## src/rtl/defines.sv

```systemverilog
// Shared instruction/data constants for the decode/execute datapath.
// Guarded so that any number of files may pull it in.
`ifndef ID_EX_DEFINES_SV
`define ID_EX_DEFINES_SV

// addi x0, x0, 0: the canonical RISC-V bubble instruction
`define INST_NOP  32'h00000013
`define ZERO_WORD 32'h00000000

`endif

```

## src/rtl/id_ex_pkg.sv

```systemverilog
// Types and constants shared by the ID/EX pipeline register.
// Provides the beat payload struct, its bubble value and occupancy decode.
`ifndef INST_NOP
`include "defines.sv"
`endif

package id_ex_pkg;

    // One decoded beat as carried from decode to execute
    typedef struct packed {
        logic [31:0] inst;
        logic [31:0] inst_addr;
        logic [31:0] op1;
        logic [31:0] op2;
        logic [4:0]  rd_addr;
        logic        reg_wen;
    } beat_t;

    localparam int BEAT_W = $bits(beat_t);

    // Value presented downstream whenever no beat is valid
    localparam beat_t BUBBLE = '{
        inst:      `INST_NOP,
        inst_addr: `ZERO_WORD,
        op1:       `ZERO_WORD,
        op2:       `ZERO_WORD,
        rd_addr:   5'd0,
        reg_wen:   1'b0
    };

    typedef enum logic [1:0] {
        OCC_EMPTY,
        OCC_ONE,
        OCC_FULL
    } occ_e;

    // Occupancy is a pure view of the two valid bits; S is only ever
    // valid while M is valid, so s alone implies FULL.
    function automatic occ_e occ_of(input logic m_v, input logic s_v);
        occ_e o;
        if (s_v) begin
            o = OCC_FULL;
        end else if (m_v) begin
            o = OCC_ONE;
        end else begin
            o = OCC_EMPTY;
        end
        return o;
    endfunction

endpackage

```

## src/rtl/dff_set.sv

```systemverilog
// Generic storage register with async active-low reset and hold enable.
// Ports: clk, rst (active-low), hold_en (1 = keep), d_i -> q_o.
module dff_set #(
    parameter int              DW      = 32,
    parameter logic [DW-1:0]   RST_VAL = '0
) (
    input  logic          clk,
    input  logic          rst,
    input  logic          hold_en,
    input  logic [DW-1:0] d_i,
    output logic [DW-1:0] q_o
);

    always_ff @(posedge clk or negedge rst) begin
        if (!rst) begin
            q_o <= RST_VAL;
        end else if (!hold_en) begin
            q_o <= d_i;
        end
    end

endmodule

```

## src/rtl/id_ex.sv

```systemverilog
// ID/EX pipeline register: two-entry skid buffer between decode and execute.
// Ports: clk, rst (async active-low); in_valid/in_ready + decoded payload in;
//        out_valid/out_ready + registered payload out; flush kills all beats.
import id_ex_pkg::*;

module id_ex (
    input  logic        clk,
    input  logic        rst,
    input  logic        in_valid,
    output logic        in_ready,
    input  logic [31:0] inst_i,
    input  logic [31:0] inst_addr_i,
    input  logic [31:0] op1_i,
    input  logic [31:0] op2_i,
    input  logic [4:0]  rd_addr_i,
    input  logic        reg_wen_i,
    output logic        out_valid,
    input  logic        out_ready,
    output logic [31:0] inst_o,
    output logic [31:0] inst_addr_o,
    output logic [31:0] op1_o,
    output logic [31:0] op2_o,
    output logic [4:0]  rd_addr_o,
    output logic        reg_wen_o,
    input  logic        flush
);

    logic  m_valid_d, m_valid_q;
    logic  s_valid_d, s_valid_q;
    beat_t m_pay_d, m_pay_q;
    beat_t s_pay_d, s_pay_q;
    logic  m_load, s_load;
    beat_t beat_in, beat_out;
    logic  accept, retire;
    occ_e  occ;

    assign beat_in = '{
        inst:      inst_i,
        inst_addr: inst_addr_i,
        op1:       op1_i,
        op2:       op2_i,
        rd_addr:   rd_addr_i,
        reg_wen:   reg_wen_i
    };

    // in_ready comes straight from the S valid flop, so out_ready never
    // reaches it combinationally; S exists to absorb that one-cycle lag.
    assign in_ready = !s_valid_q;
    assign accept   = in_valid && in_ready;
    assign retire   = m_valid_q && out_ready;
    assign occ      = occ_of(m_valid_q, s_valid_q);

    always_comb begin
        m_valid_d = m_valid_q;
        s_valid_d = s_valid_q;
        m_load    = 1'b0;
        s_load    = 1'b0;
        m_pay_d   = beat_in;
        s_pay_d   = beat_in;
        if (flush) begin
            // Stale payload is left in place; it is masked at the outputs
            m_valid_d = 1'b0;
            s_valid_d = 1'b0;
        end else begin
            unique case (occ)
                OCC_EMPTY: begin
                    if (accept) begin
                        m_valid_d = 1'b1;
                        m_load    = 1'b1;
                    end
                end
                OCC_ONE: begin
                    if (accept && retire) begin
                        m_load = 1'b1;
                    end else if (accept) begin
                        s_valid_d = 1'b1;
                        s_load    = 1'b1;
                    end else if (retire) begin
                        m_valid_d = 1'b0;
                    end
                end
                OCC_FULL: begin
                    // in_ready is low here, so only a retire can happen
                    if (retire) begin
                        m_pay_d   = s_pay_q;
                        m_load    = 1'b1;
                        s_valid_d = 1'b0;
                    end
                end
                default: begin
                    m_valid_d = 1'b0;
                    s_valid_d = 1'b0;
                end
            endcase
        end
    end

    dff_set #(.DW(1), .RST_VAL(1'b0)) u_m_valid (
        .clk     (clk),
        .rst     (rst),
        .hold_en (1'b0),
        .d_i     (m_valid_d),
        .q_o     (m_valid_q)
    );

    dff_set #(.DW(1), .RST_VAL(1'b0)) u_s_valid (
        .clk     (clk),
        .rst     (rst),
        .hold_en (1'b0),
        .d_i     (s_valid_d),
        .q_o     (s_valid_q)
    );

    dff_set #(.DW(BEAT_W), .RST_VAL(BUBBLE)) u_m_pay (
        .clk     (clk),
        .rst     (rst),
        .hold_en (!m_load),
        .d_i     (m_pay_d),
        .q_o     (m_pay_q)
    );

    dff_set #(.DW(BEAT_W), .RST_VAL(BUBBLE)) u_s_pay (
        .clk     (clk),
        .rst     (rst),
        .hold_en (!s_load),
        .d_i     (s_pay_d),
        .q_o     (s_pay_q)
    );

    // Bubble masking also forces reg_wen_o low whenever nothing is valid
    assign beat_out    = m_valid_q ? m_pay_q : BUBBLE;
    assign out_valid   = m_valid_q;
    assign inst_o      = beat_out.inst;
    assign inst_addr_o = beat_out.inst_addr;
    assign op1_o       = beat_out.op1;
    assign op2_o       = beat_out.op2;
    assign rd_addr_o   = beat_out.rd_addr;
    assign reg_wen_o   = beat_out.reg_wen;

endmodule

```

## config.mk

```make
export PLATFORM = sky130hd
export DESIGN_NAME = id_ex
export DESIGN_NICKNAME = d
export VERILOG_FILES = /design/src/rtl/id_ex_pkg.sv /design/src/rtl/dff_set.sv /design/src/rtl/id_ex.sv
export VERILOG_INCLUDE_DIRS = /design/src /design/src/rtl
export SDC_FILE = /design/constraint.sdc
export NUM_CORES = 1
export LEC_CHECK = 0
export ABC_AREA = 1
export CAP_MARGIN = 20
export CORE_MARGIN = 8
export CORE_UTILIZATION = 56
export CTS_CLUSTER_SIZE = 16
export DETAILED_ROUTE_END_ITERATION = 10
export MAX_ROUTING_LAYER = met4
export PLACE_DENSITY = 0.95
export SLEW_MARGIN = 20
export SYNTH_ARGS = -nofsm -noshare
export SYNTH_HDL_FRONTEND = slang
export SYNTH_SLANG_ARGS = --single-unit
export TNS_END_PERCENT = 10
```

## constraint.sdc

```tcl
create_clock -name clk -period 4.42 [get_ports clk]
set_clock_uncertainty 0.15 [all_clocks]
set_input_delay 0.663 -clock clk [delete_from_list [all_inputs] [get_ports clk]]
set_output_delay 0.663 -clock clk [all_outputs]
set_load 0.02 [all_outputs]
```

==> flow_metrics.tcl, run 1 <==
set metrics [dict create \
    cts-resized-gates 0 \
    dr.pass1.iters 6 \
    met1_usage 0.319 \
    postCtsSetupBuffers 0 \
    num_vias 12400 \
    synthArstFlopShare 1.00 \
    synth_cell_type_count 22 \
    portBuffers 274 \
    area_growth_pct 28.5 \
    ys_warn_count 0 \
    synth_top_area_frac 0.500 \
    synth_nets 2006 \
    track_usage 0.261 \
    synth.most_common_cell "nand2_1" \
    period_needed_ns 3.36 \
    dp_hpwl_um 23700 \
    power_uw 10900 \
    synth_top_area_cell "dfrtp_1" \
    grt_pass1_wl_um 60700 \
    clk_path_buf_depth 3 \
    via_per_inst 5.12 \
    cts_buffers 27 \
    drive_gt1_frac 0.0343 \
    grt_remaining_overflow 0 \
    setup_viol 0 \
    grt_max_degree 170 \
    cts-root-buf "clkbuf_16" \
    powerDensity_nw_per_um2 642 \
    rows 56 \
    routed_wl_um 37200 \
    slew_headroom 0.396 \
    start_util 0.566 \
    ys_ff_latch 270 \
    clock_latency_ns 0.52 \
    antenna_found_initial 0 \
    vdd_drop_max_mv 0.350 \
    p_leak_uw 0.00978 \
    cp-end-kind "output pin" \
    status "finished, final reports clean" \
    clock-sinks 270 \
    ios 275 \
    cts_tree "built" \
    cp.arrival_ns 2.54 \
    crit_chain "buf_16 > nand2_1 > inv_1 > clkdlybuf4s50_1" \
    crit_path_max_incr_delay_ns 0.72 \
    die_x_um 170 \
    h-tree-depth 1 \
    synth_commonest_cells "nand2_1, inv_1, dfrtp_1" \
    cp_slowest_cell "dfrtp_4" \
    synth-edff-count 0 \
    cts_hold_buf 0 \
    drc 0 \
    ant_nets 0 \
    wire_per_inst_um 15.4 \
    hold_viol 0 \
    worstHoldPathType "input pin to asynchronous set/reset pin" \
    ys_seq_area_frac 0.512 \
    cp.required_ns 3.61 \
    yosys-top-cells-area "dfrtp_1, nand2_1, inv_1" \
    fp.coreArea_um2 23300 \
    synth.cell_area_um2 13200 \
    finalNetCount 2222 \
    critPathMaxFanout 74 \
    antennaDiodeCount 0 \
    critPathLaunchType "flop" \
    met3_usage 0.0458 \
    slew_viol_final 0 \
    place.gp.congestion 0.840 \
    path_clk_slew_ns 0.06 \
    dieArea_um2 28800 \
    worst_pin_slew_ns 0.906 \
    grt_pass1_vias 12800 \
    drtIter0Drc 1334 \
    ys.flop_type "dfrtp_1" \
    min_period_over_period 0.760 \
    path_class "flop to output pin" \
    rsz0062_at_grt "false" \
    setup_tns_ns 0 \
    syn_avg_cell_area_um2 7.08 \
    busiest_layer "met2" \
    fmax_ghz 0.298 \
    grtUsageMet2 0.426 \
    syn_inst 1867 \
    die-height_um 170 \
    regToRegSetupSlack_ns 1.74 \
    cap_violations 0 \
]
layer usage:
metal,share of wire,vias up
li1,-,5850
met1,0.40,5787
met2,0.47,657
met3,0.086,95
met4,0.035,0
met5,0,-
through the flow:
stage	instance area, µm²	std cells	setup slack, ns	hold slack, ns	utilization
floorplan	13200	1867	2.23	0.217	-
CTS	17000	2418	0.542	0.103	0.727
global placement	16100	2372	1.23	0.312	0.690
detailed placement	16100	2372	1.13	0.315	0.690
finish	17000	2419	1.06	0.0645	0.728
global route	17000	2419	1.02	0.131	0.728
cell usage in the layout, fill, tap and decap left out, types with 5 or more instances in the layout:
master	netlist	final
clkdlybuf4s50_1	0	273
nand2_1	807	807
clkbuf_16	0	27
dfrtp_1	264	263
inv_1	401	401
dfstp_2	6	6
buf_4	3	5
buf_12	0	7
clkbuf_1	49	9
o21ai_0	92	92
o21ai_1	42	42
nand3_1	137	137
layout make-up:
cell class | count | area, µm²
Sequential cell | 270 | 6770
Fill cell | 1616 | 6350
Multi-Input combinational cell | 1091 | 4490
Timing Repair Buffer | 287 | 2950
Inverter | 406 | 1530
Clock buffer | 39 | 751
Tap cell | 319 | 399
Clock inverter | 7 | 91.3
registers in the layout, summed over array words and instances (netlist names):
register and count:
u_m_pay.q_o 134, u_s_pay.q_o 134, u_m_valid.q_o 1, u_s_valid.q_o 1
cell families (layout without fill, tap and decap cells):
| logic type | Yosys count | in the layout | synth area share |
|---|---|---|---|
| simple gates | 955 | 955 | 0.287 |
| compound gates | 136 | 136 | 0.0519 |
| flops | 270 | 270 | 0.512 |
| buf+inv | 506 | 739 | 0.149 |
critical path, delay by kind of cell (launching register included):
family                 cells  cell delay, ns
buffers and inverters      3            1.05
and+or+nand+nor            1            0.17
DFF                        1            0.72
path summary, 6_finish.rpt:
kind	to	start	cells past startpoint
worst max-delay path	inst_addr_o[5]	u_m_valid.q_o	4
worst min-delay path	u_m_pay.q_o[77]	rst	1
worst max register to register	u_m_pay.q_o[68]	u_m_valid.q_o	6
worst min register to register	u_m_pay.q_o[50]	u_m_pay.q_o[50]	2
max in group asynchronous	u_s_pay.q_o[63]	rst	2
min in group clk	u_m_pay.q_o[50]	u_m_pay.q_o[50]	2
power by group:
part           switching [µW]  internal (µW)  leakage (µW)  total, µW
Clock                     944           1290      0.000409       2230
Sequential                768           3710       0.00335       4480
Combinational            2480           1710       0.00602       4190
Power figures use the tool's default switching activity.
==> run 2: changes to the inputs <==
CORE_UTILIZATION = 52   (was 56)
PLACE_DENSITY = 0.91   (was 0.95)
clock period = 3.35 ns   (was 4.42 ns; I/O delays follow)
==> run 2 against run 1 <==
- worst setup slack lost 0.88 ns
- core utilization shrank 4.3 points
- via count grew 0.32%
- cell count grew 0.91%
- first-iteration DRC count shrank 12%
- sequential share of layout area shrank 0.38 points
- largest cell class unchanged
- clock power grew 32%
- global-route usage shrank 1.9 points
- critical endpoint is now op2_o[19]
- sequential power grew 33%
==> flow_metrics.tcl, run 2 (same netlist as run 1, synthesis figures left out) <==
set metrics [dict create \
    grt_max_degree 135 \
    place.gp.congestion 0.870 \
    period_needed_ns 3.16 \
    antenna_found_initial 0 \
    rsz0062_at_grt "false" \
    whs_ns 0.319 \
    num_vias 12400 \
    postCtsSetupBuffers 0 \
    regToRegSetupSlack_ns 0.74 \
    grt_remaining_overflow 0 \
    vdd_drop_max_mv 0.507 \
    final_common_cell "nand2_1" \
    cp-end-kind "output pin" \
    antennaDiodeCount 0 \
    worst_pin_slew_ns 0.694 \
    finalNetCount 2231 \
    cts-root-buf "clkbuf_16" \
    clock_latency_ns 0.53 \
    multi_input_area_um2 4490 \
    power_uw 14400 \
    path_clk_slew_ns 0.06 \
    grt_pass1_wl_um 60900 \
    critPathMaxFanout 45 \
    slew_headroom 0.537 \
    p_leak_uw 0.00986 \
    final_cell_mix "nand2_1, inv_1, clkdlybuf4s50_1" \
    setup_viol 0 \
    rows 58 \
    wire_per_inst_um 15.1 \
    fillCellCount 1905 \
    powerDensity_nw_per_um2 839 \
    dr.pass1.iters 5 \
    hold_viol 0 \
    cts_hold_buf 1 \
    fp.coreArea_um2 25000 \
    cts-resized-gates 0 \
    track_usage 0.242 \
    min_period_over_period 0.945 \
    clk_path_buf_depth 3 \
    grt_pass1_vias 12600 \
    cts_buffers 28 \
    cp.required_ns 2.70 \
    via_per_inst 5.09 \
    seqCellArea_um2 6770 \
    fmax_ghz 0.316 \
    portBuffers 274 \
    slew_viol_final 0 \
    cts_tree "built" \
    ios 275 \
    area_growth_pct 29.8 \
    fin_util 0.685 \
    die_x_um 175 \
    dp_hpwl_um 24400 \
    clock-sinks 270 \
    start_util 0.528 \
    drc 0 \
    dpl.cell_count 2391 \
    h-tree-depth 1 \
    status "finished, final reports clean" \
    ant_nets 0 \
    fin_cells 2441 \
    drive_gt1_frac 0.0398 \
    critPathLaunchType "flop" \
    setup_tns_ns 0 \
    path_class "flop to output pin" \
    routed_wl_um 36900 \
    top_regs "u_m_pay.q_o (134), u_s_pay.q_o (134)" \
    worstHoldPathType "flop to flop" \
    cp.arrival_ns 2.51 \
    dieArea_um2 30800 \
    die-height_um 175 \
    drtIter0Drc 1172 \
    cap_violations 0 \
]
## run 2: cell types whose count changed in the layout (fill, tap and decap cells not counted), moves of 2 or more
cell       before  now
clkinv_2        3    7
bufinv_16       2    0
clkbuf_1        9    7
clkbuf_16      27   29
clkbuf_8        3    5
buf_12          7   14
## run 2: power breakdown
group | switching [µW] | internal, µW
Combinational | 3200 | 2300
Clock | 1260 | 1680
Sequential | 1050 | 4890
## run 2: path summary, 6_finish.rpt
path,from,end,cells past startpoint
max in group asynchronous,rst,u_s_pay.q_o[106],3
worst min register to register,u_m_pay.q_o[103],u_m_pay.q_o[103],2
min in group asynchronous,rst,u_s_pay.q_o[74],2
worst max-delay path,u_m_valid.q_o,op2_o[19],4
worst max register to register,u_m_valid.q_o,u_s_pay.q_o[98],5
worst min-delay path,u_m_pay.q_o[103],u_m_pay.q_o[103],2
## run 2: worst max-delay path: stages, from the launching register on
cell and delay (ns):
dfrtp_4 0.79, buf_4 0.40, nand2_1 0.11, inv_1 0.07, clkdlybuf4s50_1 0.60
## run 2: routing by layer
metal / share of wire / global-route usage
met2: 0.47 / 0.393
met3: 0.087 / 0.0487
met5: 0 / -
met4: 0.026 / 0.0735
met1: 0.41 / 0.304
## run 2: cell type report
| type | instances | area share |
|---|---|---|
| multi-input combinational | 1091 | 0.262 |
| clock buffer | 41 | 0.0479 |
| inverter | 406 | 0.0890 |
| clock inverter | 8 | 0.00248 |
| tap | 330 | 0.0241 |
| sequential | 270 | 0.395 |
| timing repair buffer | 295 | 0.180 |
## run 2: through the flow
stage	setup slack, ns	cell area, µm²
after CTS	0.161	17100
after floorplan	1.32	13200
after global placement	0.773	16300
after detailed placement	0.725	16300
final	0.185	17100
after global routing	0.0561	17100
